File: config.mk
export PLATFORM = sky130hd
export DESIGN_NAME = nand_op_sequencer
export DESIGN_NICKNAME = d
export VERILOG_FILES = /design/src/rtl/nand_op_sequencer.sv
export SDC_FILE = /design/constraint.sdc
export NUM_CORES = 1
export LEC_CHECK = 0
export ABC_AREA = 1
export BUFFER_PORTS_ARGS = -buffer_cell sky130_fd_sc_hd__buf_2
export CAP_MARGIN = 40
export CORE_MARGIN = 4
export CORE_UTILIZATION = 44
export DETAILED_ROUTE_END_ITERATION = 7
export PLACE_DENSITY = 0.69
export SLEW_MARGIN = 20
export SYNTH_ARGS = -nofsm -noshare
export SYNTH_HDL_FRONTEND = slang
export SYNTH_SLANG_ARGS = --single-unit
File: constraint.sdc
create_clock -name clk -period 5.6 [get_ports clk]
set_clock_uncertainty 0.2 [all_clocks]
set_input_delay 0.28 -clock clk [delete_from_list [all_inputs] [get_ports clk]]
set_output_delay 0.28 -clock clk [all_outputs]
set_load 0.02 [all_outputs]
File: src/rtl/nand_op_sequencer.sv
// Turns one host flash operation into a sequence of controller accesses,
// then polls NAND status (0x70) until ready and reports pass/fail/timeout.
module nand_op_sequencer #(
    parameter int COL_BYTES  = 2,
    parameter int ROW_BYTES  = 2,
    parameter int LEN_WIDTH  = 11,
    parameter int POLL_GAP   = 16,
    parameter int POLL_LIMIT = 1024
) (
    input  logic                   clk,
    input  logic                   reset,
    input  logic                   op_valid,
    output logic                   op_ready,
    input  logic [1:0]             op_code,
    input  logic [8*ROW_BYTES-1:0] op_row,
    input  logic [8*COL_BYTES-1:0] op_col,
    input  logic [LEN_WIDTH-1:0]   op_len_m1,
    input  logic                   op_wp,
    output logic                   op_done,
    output logic                   op_error,
    output logic                   op_timeout,
    output logic [7:0]             op_status,
    output logic [15:0]            cpu_if_command,
    output logic                   cpu_if_command_valid,
    output logic [31:0]            cpu_if_address,
    output logic [3:0]             cpu_if_address_bytes,
    output logic [31:0]            cpu_if_data_bytes,
    output logic                   cpu_if_data_rw,
    output logic                   cpu_if_data_wp,
    output logic                   cpu_if_access_request,
    input  logic                   cpu_if_access_ready,
    input  logic                   cpu_if_access_complete,
    input  logic                   snoop_wr,
    input  logic [31:0]            snoop_data
);

    localparam int ROW_W = 8 * ROW_BYTES;
    localparam int COL_W = 8 * COL_BYTES;
    localparam int AB    = COL_BYTES + ROW_BYTES;
    localparam int PC_W  = $clog2(POLL_LIMIT + 1);
    localparam int GC_W  = $clog2(POLL_GAP + 1);

    localparam logic [1:0] OP_READ  = 2'd0;
    localparam logic [1:0] OP_PROG  = 2'd1;
    localparam logic [1:0] OP_ERASE = 2'd2;
    localparam logic [1:0] OP_RESET = 2'd3;

    typedef enum logic [2:0] {
        S_IDLE,
        S_ISSUE,
        S_WAIT,
        S_POLL_ISSUE,
        S_POLL_WAIT,
        S_POLL_GAP,
        S_FINISH
    } state_t;

    state_t               state_q;
    logic                 step_q;
    logic [1:0]           code_q;
    logic [ROW_W-1:0]     row_q;
    logic [COL_W-1:0]     col_q;
    logic [LEN_WIDTH-1:0] len_q;
    logic [PC_W-1:0]      poll_cnt_q;
    logic [GC_W-1:0]      gap_cnt_q;
    logic                 cap_q;
    logic                 ready_q;
    logic                 done_q;
    logic                 err_q;
    logic                 tmo_q;
    logic [7:0]           status_q;
    logic [15:0]          cmd_q;
    logic                 cmdv_q;
    logic [31:0]          addr_q;
    logic [3:0]           ab_q;
    logic [31:0]          db_q;
    logic                 rw_q;
    logic                 wp_q;
    logic                 req_q;

    logic [1:0]           code_s;
    logic [ROW_W-1:0]     row_s;
    logic [COL_W-1:0]     col_s;
    logic [LEN_WIDTH-1:0] len_s;
    logic                 step_s;
    logic [15:0]          a_cmd;
    logic                 a_cmdv;
    logic [31:0]          a_addr;
    logic [3:0]           a_ab;
    logic [31:0]          a_db;
    logic                 a_rw;
    logic                 a_wp;
    logic [7:0]           status_now;
    logic                 prog_err;
    logic                 unused_snoop;

    assign unused_snoop = ^snoop_data[31:8];

    // Fields of the next data-phase access; in IDLE they come straight
    // from the op inputs so the access can be loaded on the accept edge.
    always_comb begin
        code_s = (state_q == S_IDLE) ? op_code : code_q;
        row_s  = (state_q == S_IDLE) ? op_row : row_q;
        col_s  = (state_q == S_IDLE) ? op_col : col_q;
        len_s  = (state_q == S_IDLE) ? op_len_m1 : len_q;
        step_s = (state_q == S_WAIT);
        a_cmd  = 16'h0000;
        a_cmdv = 1'b0;
        a_addr = 32'h0;
        a_ab   = 4'd0;
        a_db   = 32'h0;
        a_rw   = 1'b0;
        a_wp   = 1'b1;
        unique case (code_s)
            OP_READ: begin
                a_cmd  = 16'h3000;
                a_cmdv = 1'b1;
                a_addr = 32'({row_s, col_s});
                a_ab   = 4'(AB - 1);
                a_db   = 32'(len_s);
                a_rw   = 1'b1;
            end
            OP_PROG: begin
                a_wp = 1'b0;
                if (!step_s) begin
                    a_cmd  = 16'h0080;
                    a_addr = 32'({row_s, col_s});
                    a_ab   = 4'(AB - 1);
                    a_db   = 32'(len_s);
                end else begin
                    a_cmd = 16'h0010;
                end
            end
            OP_ERASE: begin
                a_cmd  = 16'hD060;
                a_cmdv = 1'b1;
                a_addr = 32'(row_s);
                a_ab   = 4'(ROW_BYTES - 1);
                a_wp   = 1'b0;
            end
            default: begin
                a_cmd = 16'h00FF;
            end
        endcase
    end

    // A snoop write coinciding with completion must still be judged.
    assign status_now = (snoop_wr && !cap_q) ? snoop_data[7:0] : status_q;
    assign prog_err   = (code_q != OP_RESET) && status_now[0];

    always_ff @(posedge clk) begin
        if (reset) begin
            state_q    <= S_IDLE;
            step_q     <= 1'b0;
            code_q     <= 2'd0;
            row_q      <= '0;
            col_q      <= '0;
            len_q      <= '0;
            poll_cnt_q <= '0;
            gap_cnt_q  <= '0;
            cap_q      <= 1'b0;
            ready_q    <= 1'b0;
            done_q     <= 1'b0;
            err_q      <= 1'b0;
            tmo_q      <= 1'b0;
            status_q   <= 8'h00;
            cmd_q      <= 16'h0000;
            cmdv_q     <= 1'b0;
            addr_q     <= 32'h0;
            ab_q       <= 4'd0;
            db_q       <= 32'h0;
            rw_q       <= 1'b0;
            wp_q       <= 1'b1;
            req_q      <= 1'b0;
        end else begin
            done_q <= 1'b0;
            unique case (state_q)
                S_IDLE: begin
                    ready_q <= 1'b1;
                    if (op_valid && ready_q) begin
                        ready_q <= 1'b0;
                        code_q  <= op_code;
                        row_q   <= op_row;
                        col_q   <= op_col;
                        len_q   <= op_len_m1;
                        step_q  <= 1'b0;
                        if (op_wp && (op_code == OP_PROG ||
                                      op_code == OP_ERASE)) begin
                            state_q <= S_FINISH;
                            done_q  <= 1'b1;
                            err_q   <= 1'b1;
                            tmo_q   <= 1'b0;
                            wp_q    <= 1'b1;
                        end else begin
                            state_q <= S_ISSUE;
                            req_q   <= 1'b1;
                            cmd_q   <= a_cmd;
                            cmdv_q  <= a_cmdv;
                            addr_q  <= a_addr;
                            ab_q    <= a_ab;
                            db_q    <= a_db;
                            rw_q    <= a_rw;
                            wp_q    <= a_wp;
                        end
                    end
                end
                S_ISSUE: begin
                    if (cpu_if_access_ready) begin
                        req_q   <= 1'b0;
                        state_q <= S_WAIT;
                    end
                end
                S_WAIT: begin
                    if (cpu_if_access_complete) begin
                        if (code_q == OP_READ) begin
                            state_q <= S_FINISH;
                            done_q  <= 1'b1;
                            err_q   <= 1'b0;
                            tmo_q   <= 1'b0;
                            wp_q    <= 1'b1;
                        end else if (code_q == OP_PROG && !step_q) begin
                            step_q  <= 1'b1;
                            state_q <= S_ISSUE;
                            req_q   <= 1'b1;
                            cmd_q   <= a_cmd;
                            cmdv_q  <= a_cmdv;
                            addr_q  <= a_addr;
                            ab_q    <= a_ab;
                            db_q    <= a_db;
                            rw_q    <= a_rw;
                            wp_q    <= a_wp;
                        end else begin
                            state_q    <= S_POLL_ISSUE;
                            poll_cnt_q <= '0;
                            req_q      <= 1'b1;
                            cmd_q      <= 16'h0070;
                            cmdv_q     <= 1'b0;
                            addr_q     <= 32'h0;
                            ab_q       <= 4'd0;
                            db_q       <= 32'd3;
                            rw_q       <= 1'b1;
                        end
                    end
                end
                S_POLL_ISSUE: begin
                    if (cpu_if_access_ready) begin
                        req_q   <= 1'b0;
                        cap_q   <= 1'b0;
                        state_q <= S_POLL_WAIT;
                    end
                end
                S_POLL_WAIT: begin
                    if (snoop_wr && !cap_q) begin
                        cap_q    <= 1'b1;
                        status_q <= snoop_data[7:0];
                    end
                    if (cpu_if_access_complete) begin
                        if (status_now[6]) begin
                            state_q <= S_FINISH;
                            done_q  <= 1'b1;
                            err_q   <= prog_err;
                            tmo_q   <= 1'b0;
                            wp_q    <= 1'b1;
                        end else if (poll_cnt_q + 1'b1 ==
                                     PC_W'(POLL_LIMIT)) begin
                            state_q <= S_FINISH;
                            done_q  <= 1'b1;
                            err_q   <= 1'b1;
                            tmo_q   <= 1'b1;
                            wp_q    <= 1'b1;
                        end else begin
                            poll_cnt_q <= poll_cnt_q + 1'b1;
                            gap_cnt_q  <= '0;
                            state_q    <= S_POLL_GAP;
                        end
                    end
                end
                S_POLL_GAP: begin
                    if (gap_cnt_q == GC_W'(POLL_GAP - 1)) begin
                        state_q <= S_POLL_ISSUE;
                        req_q   <= 1'b1;
                    end else begin
                        gap_cnt_q <= gap_cnt_q + 1'b1;
                    end
                end
                S_FINISH: begin
                    state_q <= S_IDLE;
                    ready_q <= 1'b1;
                end
                default: begin
                    state_q <= S_IDLE;
                end
            endcase
        end
    end

    assign op_ready              = ready_q;
    assign op_done               = done_q;
    assign op_error              = err_q;
    assign op_timeout            = tmo_q;
    assign op_status             = status_q;
    assign cpu_if_command        = cmd_q;
    assign cpu_if_command_valid  = cmdv_q;
    assign cpu_if_address        = addr_q;
    assign cpu_if_address_bytes  = ab_q;
    assign cpu_if_data_bytes     = db_q;
    assign cpu_if_data_rw        = rw_q;
    assign cpu_if_data_wp        = wp_q;
    assign cpu_if_access_request = req_q;

endmodule

=== Yosys cells after proc, flatten, opt, wreduce, memory -nomap -nowiden ===
Index checks and enable logic that the tools add are counted.

* Memory bits (writable): 0
* Latch bits: 0
* Word-level logic and storage cells: 211
* ROM bits: 0
* Memories kept: 0
* Bits in registers: 166
* Input bits: 84

* Div/mod/pow operators: 0
* Reduce and logical (&&, ||, !) cells: 32
* Bitwise gates (word level): 0
* $lt $le $gt $ge: 0
* Muxes and demuxes: 121
* Shift operators: 0
* Add/subtract/negate cells: 2
* Equal/unequal tests: 33
* Multiply operators: 0

{| class="wikitable"
|+ Operator list
! kind !! number
|-
| $mux 32 || 11
|-
| $pmux 32 s2 || 2
|-
| $mux 16 || 7
|-
| $pmux 32 s3 || 1
|-
| $mux 11 || 8
|-
| $mux 1 || 50
|-
| $pmux 16 s3 || 1
|-
| $pmux 11 s2 || 2
|-
| $pmux 16 s2 || 1
|-
| $ne 2x2->1 const B || 13
|-
| $mux 3 || 8
|-
| $reduce_and 7->1 || 3
|-
| $mux 4 || 5
|-
| $mux 5 || 4
|-
| $pmux 3 s6 || 1
|-
| $reduce_and 5->1 || 3
|-
| $pmux 1 s3 || 4
|-
| $reduce_and 6->1 || 2
|-
| $add 11x1->11 const B || 1
|-
| $eq 11x11->1 const B || 1
|-
| $mux 2 || 5
|-
| $ne 2x1->1 const B || 5
|-
| $pmux 1 s2 || 5
|-
| $pmux 5 s2 || 1
|-
| 25 further kinds || 44
|}

=== Depth between registers and ports, before layout ===
Gate-level depths: netlist of run 1.

* Depth in word-level cells: 9
* Gate-level depth with buffers: 15
* Mapped depth without buffers: 14

=== Least setup slack after synthesis of run 1 ===
Ideal clock, no wire load.

* Path kind: register to register
* Start: register state_q[2]
* End: register addr_q[22] (netlist: cpu_if_address[22])
* Path buffers: 1
* Required time: 5.330 ns
* Arrival: 2.140 ns
* Setup time: 0.070 ns
* Stages on the path, launching flop included: 14
* Slack: 3.189 ns
* Cell sequence: dfxtp_1 > inv_2 > nand2_2 > nor2_4 > inv_2 > o21ai_0 > ha_1 > nand2_1 > nand2_1 > inv_1 > nor3_4 > buf_6 > nand2_1 > a21oi_1

* Word-level cells in the longest chain between the ends: 8
* Elaborated cells between the ends (all ways): 21
* Classes of those cells: 7 x eq/ne; 10 x mux; 4 x reduce/logical

{| class="wikitable"
|+ RTL lines
! what !! RTL line !! RTL
|-
| from (decl) || 58 || <nowiki>state_t state_q;</nowiki>
|-
| from (signal assigned) || 153 || <nowiki>state_q <= S_IDLE;</nowiki>
|-
| from (signal assigned) || 189 || <nowiki>state_q <= S_FINISH;</nowiki>
|-
| from (signal assigned) || 195 || <nowiki>state_q <= S_ISSUE;</nowiki>
|-
| $logic_not 3->1 || 102, 103, 177 ||
|-
| $mux 2 or $mux 16 (tied branches) || 102, 103 ||
|-
| $eq 2x2->1 (tied with other cells) || 114 || <nowiki>unique case (code_s)</nowiki>
|-
| $pmux 32 s3 || 114 ||
|-
| $mux 32 || 221 || <nowiki>end else if (code_q == OP_PROG && !step_q) begin</nowiki>
|-
| $mux 32 || 215 || <nowiki>if (code_q == OP_READ) begin</nowiki>
|-
| $mux 32 || 214 || <nowiki>if (cpu_if_access_complete) begin</nowiki>
|-
| $pmux 32 s2 || 177 || <nowiki>unique case (state_q)</nowiki>
|-
| to (signal assigned) || 199 || <nowiki>addr_q <= a_addr;</nowiki>
|-
| to (signal assigned) || 227 || <nowiki>addr_q <= a_addr;</nowiki>
|-
| to (decl) || 74 || <nowiki>logic [31:0] addr_q;</nowiki>
|}

Parallel ways exist; a longest one is shown, timed or not. The select of a mux whose other input is x is not followed.
A chain may end at the register's enable or synchronous reset.

=== Final worst setup path of run 1 ===
* Start: register state_q[2]
* End: register addr_q[28] (netlist: cpu_if_address[28])

Same word-level chain as after synthesis.

==> results.txt, run 1 <==
Critical path required time -> 5.74 ns
Avg Synthesized Cell Area -> 6.94 sq um
Core box area -> 14500 sq um
Global-route wire length before repair -> 28.2 mm
Die width -> 130 um
Worst hold path class -> primary input to flop
Htree depth -> 4
DR pass1 iterations -> 5
CP cell instances -> inv_2 > nand2_2 > nor2_4 > inv_2 > o21ai_0 > inv_1 > ha_1 > inv_1 > nand2_1 > inv_1 > nor3_4 > nand2_1 > a21oi_1
Fin Hold WS -> 0.0329 ns
Crit start category -> flop
Nets -> 1178
Worst Tran Pin Value -> 0.831 ns
Routed Antenna Nets -> 0
CP bufs+invs -> 5
Root buffer cell -> clkbuf_16
Status -> finished, final reports clean
PwrDens -> 578 nW/um^2
IO Port Bufs -> 132
Gate count of the mapped netlist -> 941
Post-detail-place hpwl -> 11.7 mm
Cell Count, Final, Fillers Out -> 1283
GR Util met2 -> 32.7%
RSZ-0062 raised after global routing -> false
Fin crit period -> 3.72 ns
TritonCTS Buffers -> 17
Met3 Track Usage GR -> 4.79%
Antenna violations before repair -> 0
GRT Max-Usage Layer -> met2
Layout area overhead -> 25.6%
Critical Path AT -> 3.86 ns
WL final -> 18.0 mm
Residual DRC -> 0
Unique masters post-synth -> 40
Pins Over Slew Limit -> 0
Finished Cell Area -> 8210 sq um
Largest net degree at the start of global routing -> 87
Clk buf depth -> 2
Die ar. -> 16900 sq um
# rows -> 44
Via count -> 6529
Max_slew headroom -> 44.6%
Synth Cell Area -> 6530 sq um
Slowest cell on crit path -> nor3_4
Static leakage -> 3.67 nW
Clk slew on worst S/H paths -> 0.06 ns
M1 GR Usage -> 28.1%
Max Cap Viol -> 0
#FFs+latches synth -> 133
Max FO, Critical Path -> 25
Sequential element share of the synthesized area -> 40.8%
Final hold violation count -> 0
Share of cells above drive strength 1 -> 17.3%
Drt initial violations -> 511
Sink Count -> 133
Number of top-level pins -> 184
Filler cells -> 1384
Worst Setup End Kind -> flop
Fin Setup TNS -> 0 ns
YS warnings -> 0
Fin crit share -> 66.4%
Gpl congestion -> 0.853
Die span in y -> 130 um
Gr usage total -> 21.0%
Fmax -> 0.269 GHz
Initial core utilization -> 45.0%
Power, Total -> 0.00474 W
GR Overflow Total -> 0
Via-to-Cell Ratio -> 5.09
CP top delay family -> simple AND/OR/NAND/NOR gates
Most used DFF post-synth -> dfxtp_1
Area post-placement -> 7100 sq um
Most used cell, CP -> inv_1
Clock Latency Late Sink -> 0.43 ns
CTS tree -> built
Post-synth EDFFs -> 0
Wire per inst -> 14.0 um
Crit path kind -> flop to flop
Placed instance count -> 1204
Fraction of synthesis flops using an asynchronous set or reset pin -> 0%
Vias in the first global route -> 5702
Setup slack, reg-to-reg -> 1.88 ns
Worst vdd ir -> 0.000422 V
Post-CTS Setup Bufs -> 0
Final setup fails -> 0
Critical Path Max Stage Delay -> 0.71 ns
## layout make-up
type	count	area [sq um]	area share [%]
sequential	133	2660	32.4
clock inverter	11	150	1.83
multi-input combinational	675	3230	39.3
tap	184	230	2.80
timing repair buffer	183	1180	14.4
antenna	1	2.50	0.0305
inverter	76	285	3.48
clock buffer	20	467	5.69
## Yosys cell counts, types with 7 or more instances
master | count | area, sq um
a211oi_1 | 18 | 135
a21oi_1 | 99 | 495
buf_2 | 11 | 55.1
buf_4 | 33 | 248
clkbuf_1 | 33 | 124
dfxtp_1 | 133 | 2660
ha_1 | 8 | 100
inv_1 | 70 | 263
mux2i_1 | 10 | 100
nand2_1 | 245 | 920
nand3_1 | 61 | 305
nor2_1 | 101 | 379
o21ai_0 | 52 | 260
o21ai_1 | 7 | 35.0
## tightest hold or removal path, cell delays in order
cell and delay, ns:
buf_2 0.13, o21ai_0 0.09, a21oi_1 0.11
## timing repair
item	CTS	global route
hold endpoints to repair	46	0
endpoints found under the setup margin	0	0
resized for setup	0	0
hold buffers	46	0
## path summary, 6_finish.rpt
path              start            endpoint  depth (start not counted)
min          op_code[1]           code_q[1]                          3
max reg2reg  state_q[2]  cpu_if_address[28]                         13
max          state_q[2]  cpu_if_address[28]                         13
min reg2reg   row_q[12]           row_q[12]                          2
## routing by layer
metal	part of all wire (%)	vias up	wire length, um
met5	0	-	0
met4	2.6	0	465
met3	6.1	37	1110
met2	46	220	8270
met1	45	2962	8170
li1	-	3310	-
## through the flow
stage,worst slack [ns],utilization [%]
floorplan,3.19,-
global placement,2.04,48.9
detailed placement,1.95,48.9
CTS,1.89,56.3
global route,1.58,56.5
finish,1.88,56.5
## layout by cell type (no fill, tap or decap), drive strengths merged, types with 2 or more instances in the layout
cell type    synthesis  final
o2111ai              3      3
a211oi              18     18
a21oi               99     99
or2                  3      3
clkbuf              33     20
mux2i               10     10
a221oi               4      4
clkinvlp             0      2
buf                 50    137
nor3                 5      5
nand4                6      6
nand2              247    247
bufinv               0      3
o21ai               62     62
dfxtp              133    133
dlygate4sd3          0     46
nor2               105    105
a22oi                3      3
inv                 76     77
ha                   8      8
a31oi                2      2
nand3               62     62
conb                 1     27
xor2                 2      2
clkinv               0      5
o31ai                4      4
## state kept, by name, indices dropped and copies added, names as in the netlist, 2 cells and up
signal,flops
code_q,2
cpu_if_command,6
col_q,16
op_status,8
cpu_if_data_bytes,11
row_q,16
gap_cnt_q,5
cpu_if_address,32
cpu_if_address_bytes,2
len_q,11
poll_cnt_q,11
state_q,3
## where the power goes
part | internal (W) | total, W | leakage, nW | switching [W]
clock | 0.000734 | 0.00116 | 0.298 | 0.000426
combinational | 0.000703 | 0.00225 | 2.29 | 0.00155
sequential | 0.00118 | 0.00133 | 1.08 | 0.000148
total | 0.00262 | 0.00474 | 3.67 | 0.00212
## kinds of logic after synthesis
group,share of synthesized area [%]
buf+inv,11.4
flops,40.8
mux,1.53
compound gates,16.9
fa+ha+maj,1.53
other cells,0.0574
simple gates,27.7
xor+xnor,0.268
Note: power is estimated with default switching activity, not from simulation.
==> run 2, diff against run 1 <==
==> constraint.sdc (replaced) <==
create_clock -name clk -period 3.71 [get_ports clk]
set_clock_uncertainty 0.2 [all_clocks]
set_input_delay 0.1855 -clock clk [delete_from_list [all_inputs] [get_ports clk]]
set_output_delay 0.1855 -clock clk [all_outputs]
set_load 0.02 [all_outputs]
==> results.txt, run 2 (synthesis results as in run 1) <==
CTS tree -> built
Worst vdd ir -> 0.000464 V
Core box area -> 14500 sq um
TritonCTS Buffers -> 17
Status -> finished, final reports clean
Max Cap Viol -> 0
Post-CTS Setup Bufs -> 0
Crit start category -> flop
Clock Power Share -> 24.2%
Via count -> 6606
CP cell instances -> inv_2 > nand2_2 > nor2_4 > inv_2 > buf_4 > o21ai_2 > ha_1 > nand2_1 > nand2_1 > buf_4 > inv_1 > nor3_4 > nand2_1 > a21oi_1
Critical Path Max Stage Delay -> 0.42 ns
Routed Antenna Nets -> 0
Slowest cell on crit path -> nor3_4
Global-route wire length before repair -> 28.9 mm
Vias in the first global route -> 5960
Gr usage total -> 21.3%
Power, Total -> 0.00729 W
Die width -> 130 um
Fin crit period -> 2.94 ns
Filler cells -> 1385
# rows -> 44
Wire per inst -> 13.9 um
Internal power -> 0.00408 W
Initial core utilization -> 45.0%
Max FO, Critical Path -> 20
Static leakage -> 3.83 nW
Gate power share -> 48.2%
Fin Setup TNS -> 0 ns
Worst hold path class -> primary input to flop
Drt initial violations -> 539
Clk slew on worst S/H paths -> 0.06 ns
Critical path required time -> 3.86 ns
Nets -> 1205
Final setup fails -> 0
Number of top-level pins -> 184
Most used cell, CP -> nand2_1
Number of inserted diodes -> 0
CP top delay family -> simple AND/OR/NAND/NOR gates
Fmax -> 0.340 GHz
Clk buf depth -> 2
Worst Setup End Kind -> flop
Final hold violation count -> 0
Most common cell after layout, fill and taps aside -> nand2_1
RSZ-0062 raised after global routing -> false
Share of cells above drive strength 1 -> 17.5%
Clock Latency Late Sink -> 0.41 ns
Layout area overhead -> 30.1%
Via-to-Cell Ratio -> 5.04
GR Overflow Total -> 0
Fin Hold WS -> 0.0389 ns
Max_slew headroom -> 54.9%
Critical Path AT -> 3.09 ns
Gpl congestion -> 0.892
Htree depth -> 4
Post-detail-place hpwl -> 11.7 mm
Worst Tran Pin Value -> 0.675 ns
Crit path kind -> flop to flop
Fin crit share -> 79.3%
Die ar. -> 16900 sq um
CP bufs+invs -> 5
Residual DRC -> 0
Sw Pwr -> 0.00321 W
Largest register FFs -> 32
Sink Count -> 133
Commonest cells after routing, fill and taps aside -> nand2_1, dfxtp_1, buf_2
Root buffer cell -> clkbuf_16
WL final -> 18.2 mm
Antenna violations before repair -> 0
DR pass1 iterations -> 5
Sw Share -> 44.1%
PwrDens -> 858 nW/um^2
Largest net degree at the start of global routing -> 86
IO Port Bufs -> 132
Pins Over Slew Limit -> 0
Die span in y -> 130 um
Sequential share of power -> 27.6%
==> run 2: cell count changes in the layout (fill, tap and decap cells not counted), sizes merged <==
cell / change
buf: +7
clkbuf: +2
clkinv: -1
diode: -1
dlygate4sd3: +20
==> run 2: stage by stage <==
stage | worst slack [ns] | std cells | instance area [sq um] | util, %
floorplan | 1.30 | 967 | 6630 | -
global placement | 0.802 | 1209 | 7140 | 49.1
detailed placement | 0.725 | 1210 | 7170 | 49.3
CTS | 0.741 | 1308 | 8460 | 58.2
global route | 0.480 | 1310 | 8500 | 58.5
finish | 0.770 | 1310 | 8500 | 58.5
==> run 2: worst register-to-register path, stage by stage, from the launching register on <==
cell     delay, ns
dfxtp_1       0.37
inv_2         0.12
nand2_2       0.08
nor2_4        0.12
inv_2         0.08
buf_4         0.21
o21ai_2       0.27
ha_1          0.24
nand2_1       0.06
nand2_1       0.06
buf_4         0.20
inv_1         0.18
nor3_4        0.43
nand2_1       0.10
a21oi_1       0.14
==> run 2: layout make-up <==
| class | count | area [sq um] | area share [%] |
|---|---|---|---|
| inverter | 76 | 285 | 3.36 |
| clock inverter | 10 | 145 | 1.71 |
| clock buffer | 22 | 484 | 5.70 |
| multi-input combinational | 675 | 3230 | 38.0 |
| timing repair buffer | 210 | 1460 | 17.2 |
| tap | 184 | 230 | 2.71 |
| sequential | 133 | 2660 | 31.3 |
==> run 2: power groups by stage <==
stage          clock network (W)  logic (W)  registers (W)
5_1_grt                  0.00184    0.00395        0.00205
3_3_place_gp                   0    0.00329        0.00203
3_5_place_dp                   0    0.00331        0.00203
2_1_floorplan                  0    0.00235        0.00219
4_1_cts                  0.00179    0.00343        0.00201
6_report                 0.00177    0.00351        0.00201
==> run 2: worst paths after layout <==
check,start,end,slack [ns],cells past startpoint
max,state_q[2],cpu_if_data_bytes[8],0.77,14
min,op_valid,op_ready,0.04,4
max reg2reg,state_q[2],cpu_if_data_bytes[8],0.77,14
min reg2reg,cap_q,cap_q,0.26,2
==> run 2: what timing repair did <==
item | CTS | global route
endpoints found under the hold margin | 76 | 0
endpoints found under the setup margin | 0 | 0
resized for setup | 0 | 0
hold buffers | 66 | 0
==> run 2: per-layer routing <==
layer | vias to the layer above | track usage [%] | wire length (um)
met5 | - | 0 | 0
met4 | 0 | 8.86 | 463
met3 | 38 | 4.09 | 1090
met2 | 222 | 33.3 | 8340
met1 | 2981 | 28.8 | 8270
li1 | 3365 | - | -
==> run 3, diff against run 2 <==
--- a/config.mk
+++ b/config.mk
@@ -11,7 +11,7 @@
 export CORE_MARGIN = 4
 export CORE_UTILIZATION = 44
 export DETAILED_ROUTE_END_ITERATION = 7
-export PLACE_DENSITY = 0.69
+export PLACE_DENSITY = 0.72
 export SLEW_MARGIN = 20
 export SYNTH_ARGS = -nofsm -noshare
 export SYNTH_HDL_FRONTEND = slang
==> constraint.sdc (replaced) <==
create_clock -name clk -period 2.4 [get_ports clk]
set_clock_uncertainty 0.2 [all_clocks]
set_input_delay 0.12 -clock clk [delete_from_list [all_inputs] [get_ports clk]]
set_output_delay 0.12 -clock clk [all_outputs]
set_load 0.02 [all_outputs]
==> results.txt, run 3 (synthesis results as in run 1) <==
PwrDens -> 1350 nW/um^2
Status -> finished, final reports clean
Global-route wire length before repair -> 29.1 mm
GR Util met2 -> 34.1%
Residual DRC -> 0
Worst Tran Pin Value -> 0.826 ns
Commonest cells after routing, fill and taps aside -> nand2_1, dfxtp_1, buf_2
Clk slew on worst S/H paths -> 0.06 ns
# rows -> 44
Area post-placement -> 7360 sq um
Hold path depth -> 3
Final worst slack -> 0.131 ns
Layout area overhead -> 32.4%
Wire per inst -> 14.2 um
Largest register FFs -> 32
Root buffer cell -> clkbuf_16
R2R cell count -> 13
Fmax -> 0.441 GHz
M1 GR Usage -> 28.3%
IO Port Bufs -> 132
Clock Latency Late Sink -> 0.42 ns
Initial core utilization -> 45.0%
Via count -> 6690
Most common cell after layout, fill and taps aside -> nand2_1
Die width -> 130 um
Antenna violations before repair -> 0
Number of top-level pins -> 184
Fin crit share -> 94.5%
Worst vdd ir -> 0.000746 V
Max Cap Viol -> 0
Die span in y -> 130 um
TritonCTS Buffers -> 17
Worst hold path class -> primary input to flop
Die ar. -> 16900 sq um
Pins Over Slew Limit -> 0
Vias in the first global route -> 6030
Finished Cell Area -> 8650 sq um
Largest net degree at the start of global routing -> 107
Crit start category -> flop
Final hold violation count -> 0
Max_slew headroom -> 44.9%
Critical Path AT -> 2.41 ns
Htree depth -> 4
Gpl congestion -> 0.857
WL final -> 18.9 mm
GR Overflow Total -> 0
Via-to-Cell Ratio -> 5.05
Clk buf depth -> 2
Routed Antenna Nets -> 0
Post-detail-place hpwl -> 11.8 mm
DR pass1 iterations -> 4
Sink Count -> 133
Core box area -> 14500 sq um
GRT Max-Usage Layer -> met2
Fin crit period -> 2.27 ns
Gr usage total -> 21.3%
Drt initial violations -> 464
Max FO, Critical Path -> 18
Met3 Track Usage GR -> 4.13%
CTS tree -> built
Share of cells above drive strength 1 -> 20.8%
Static leakage -> 3.85 nW
Place WS -> -0.00469 ns
Worst Setup End Kind -> flop
Critical path required time -> 2.54 ns
Nets -> 1220
Final setup fails -> 0
Crit path kind -> flop to flop
-- run 3: cell types whose count changed in the layout (fill, tap and decap cells not counted), sizes merged --
cell,previous run,this run
buf,144,168
inv,77,78
bufinv,3,1
clkinvlp,2,5
dlygate4sd3,66,56
clkbuf,22,20
diode,0,1
-- run 3: final timing paths --
check | startpoint | endpoint | slack (ns)
worst max-delay path | state_q[2] | cpu_if_address[24] | 0.13
worst min-delay path | reset | cpu_if_address[16] | 0.05
worst max register to register | state_q[2] | cpu_if_address[24] | 0.13
worst min register to register | row_q[4] | row_q[4] | 0.26
-- run 3: metal layers --
layer  wire length, um  up-vias
li1                  -     3400
met1              8400     3004
met2              8740      243
met3              1170       43
met4               555        0
met5                 0        -
-- run 3: worst max-delay path, cell delays in order, from the launching register on --
cell	delay, ns
dfxtp_1	0.34
inv_2	0.05
nand2_2	0.09
nor2_4	0.06
inv_2	0.10
buf_4	0.14
nand2_1	0.08
o21ai_4	0.13
inv_2	0.12
ha_2	0.26
nor3_4	0.24
buf_12	0.18
nand2_1	0.06
a21oi_1	0.14
-- run 3: layout make-up --
cell class / instances / area, sq um
fill: 1321 / 5880
multi-input combinational: 675 / 3320
sequential: 133 / 2670
timing repair buffer: 225 / 1610
clock buffer: 19 / 443
inverter: 76 / 285
tap: 184 / 230
clock inverter: 12 / 105
antenna: 1 / 2.50
-- run 3: repair_timing --
item | 4_1_cts | 5_1_grt
setup buffers | 0 | 6
endpoints found under the hold margin | 90 | 0
cloned | 0 | 2
endpoints found under the setup margin | 2 | 62
pin swaps | 0 | 4
gates resized for setup | 1 | 24
hold buffers | 56 | 0
-- run 3: report_power, final --
group	internal [W]	switching [W]	leakage, nW
Combinational	0.00222	0.00393	2.51
Clock	0.00144	0.000994	0.257
Sequential	0.00276	0.000330	1.08
Total	0.00643	0.00525	3.85
-- run 3: per-stage QoR --
stage               TNS (ns)  std cells  utilization (%)  hold slack [ns]  power (W)
global placement           0       1229             50.7            0.146    0.00860
finish                     0       1325             59.5           0.0471     0.0117
CTS                        0       1316             58.3           0.0610     0.0112
global route         -0.0214       1324             59.5           0.0725     0.0125
floorplan                  0        967                -           0.0549    0.00702
detailed placement  -0.00911       1229             50.7            0.155    0.00866
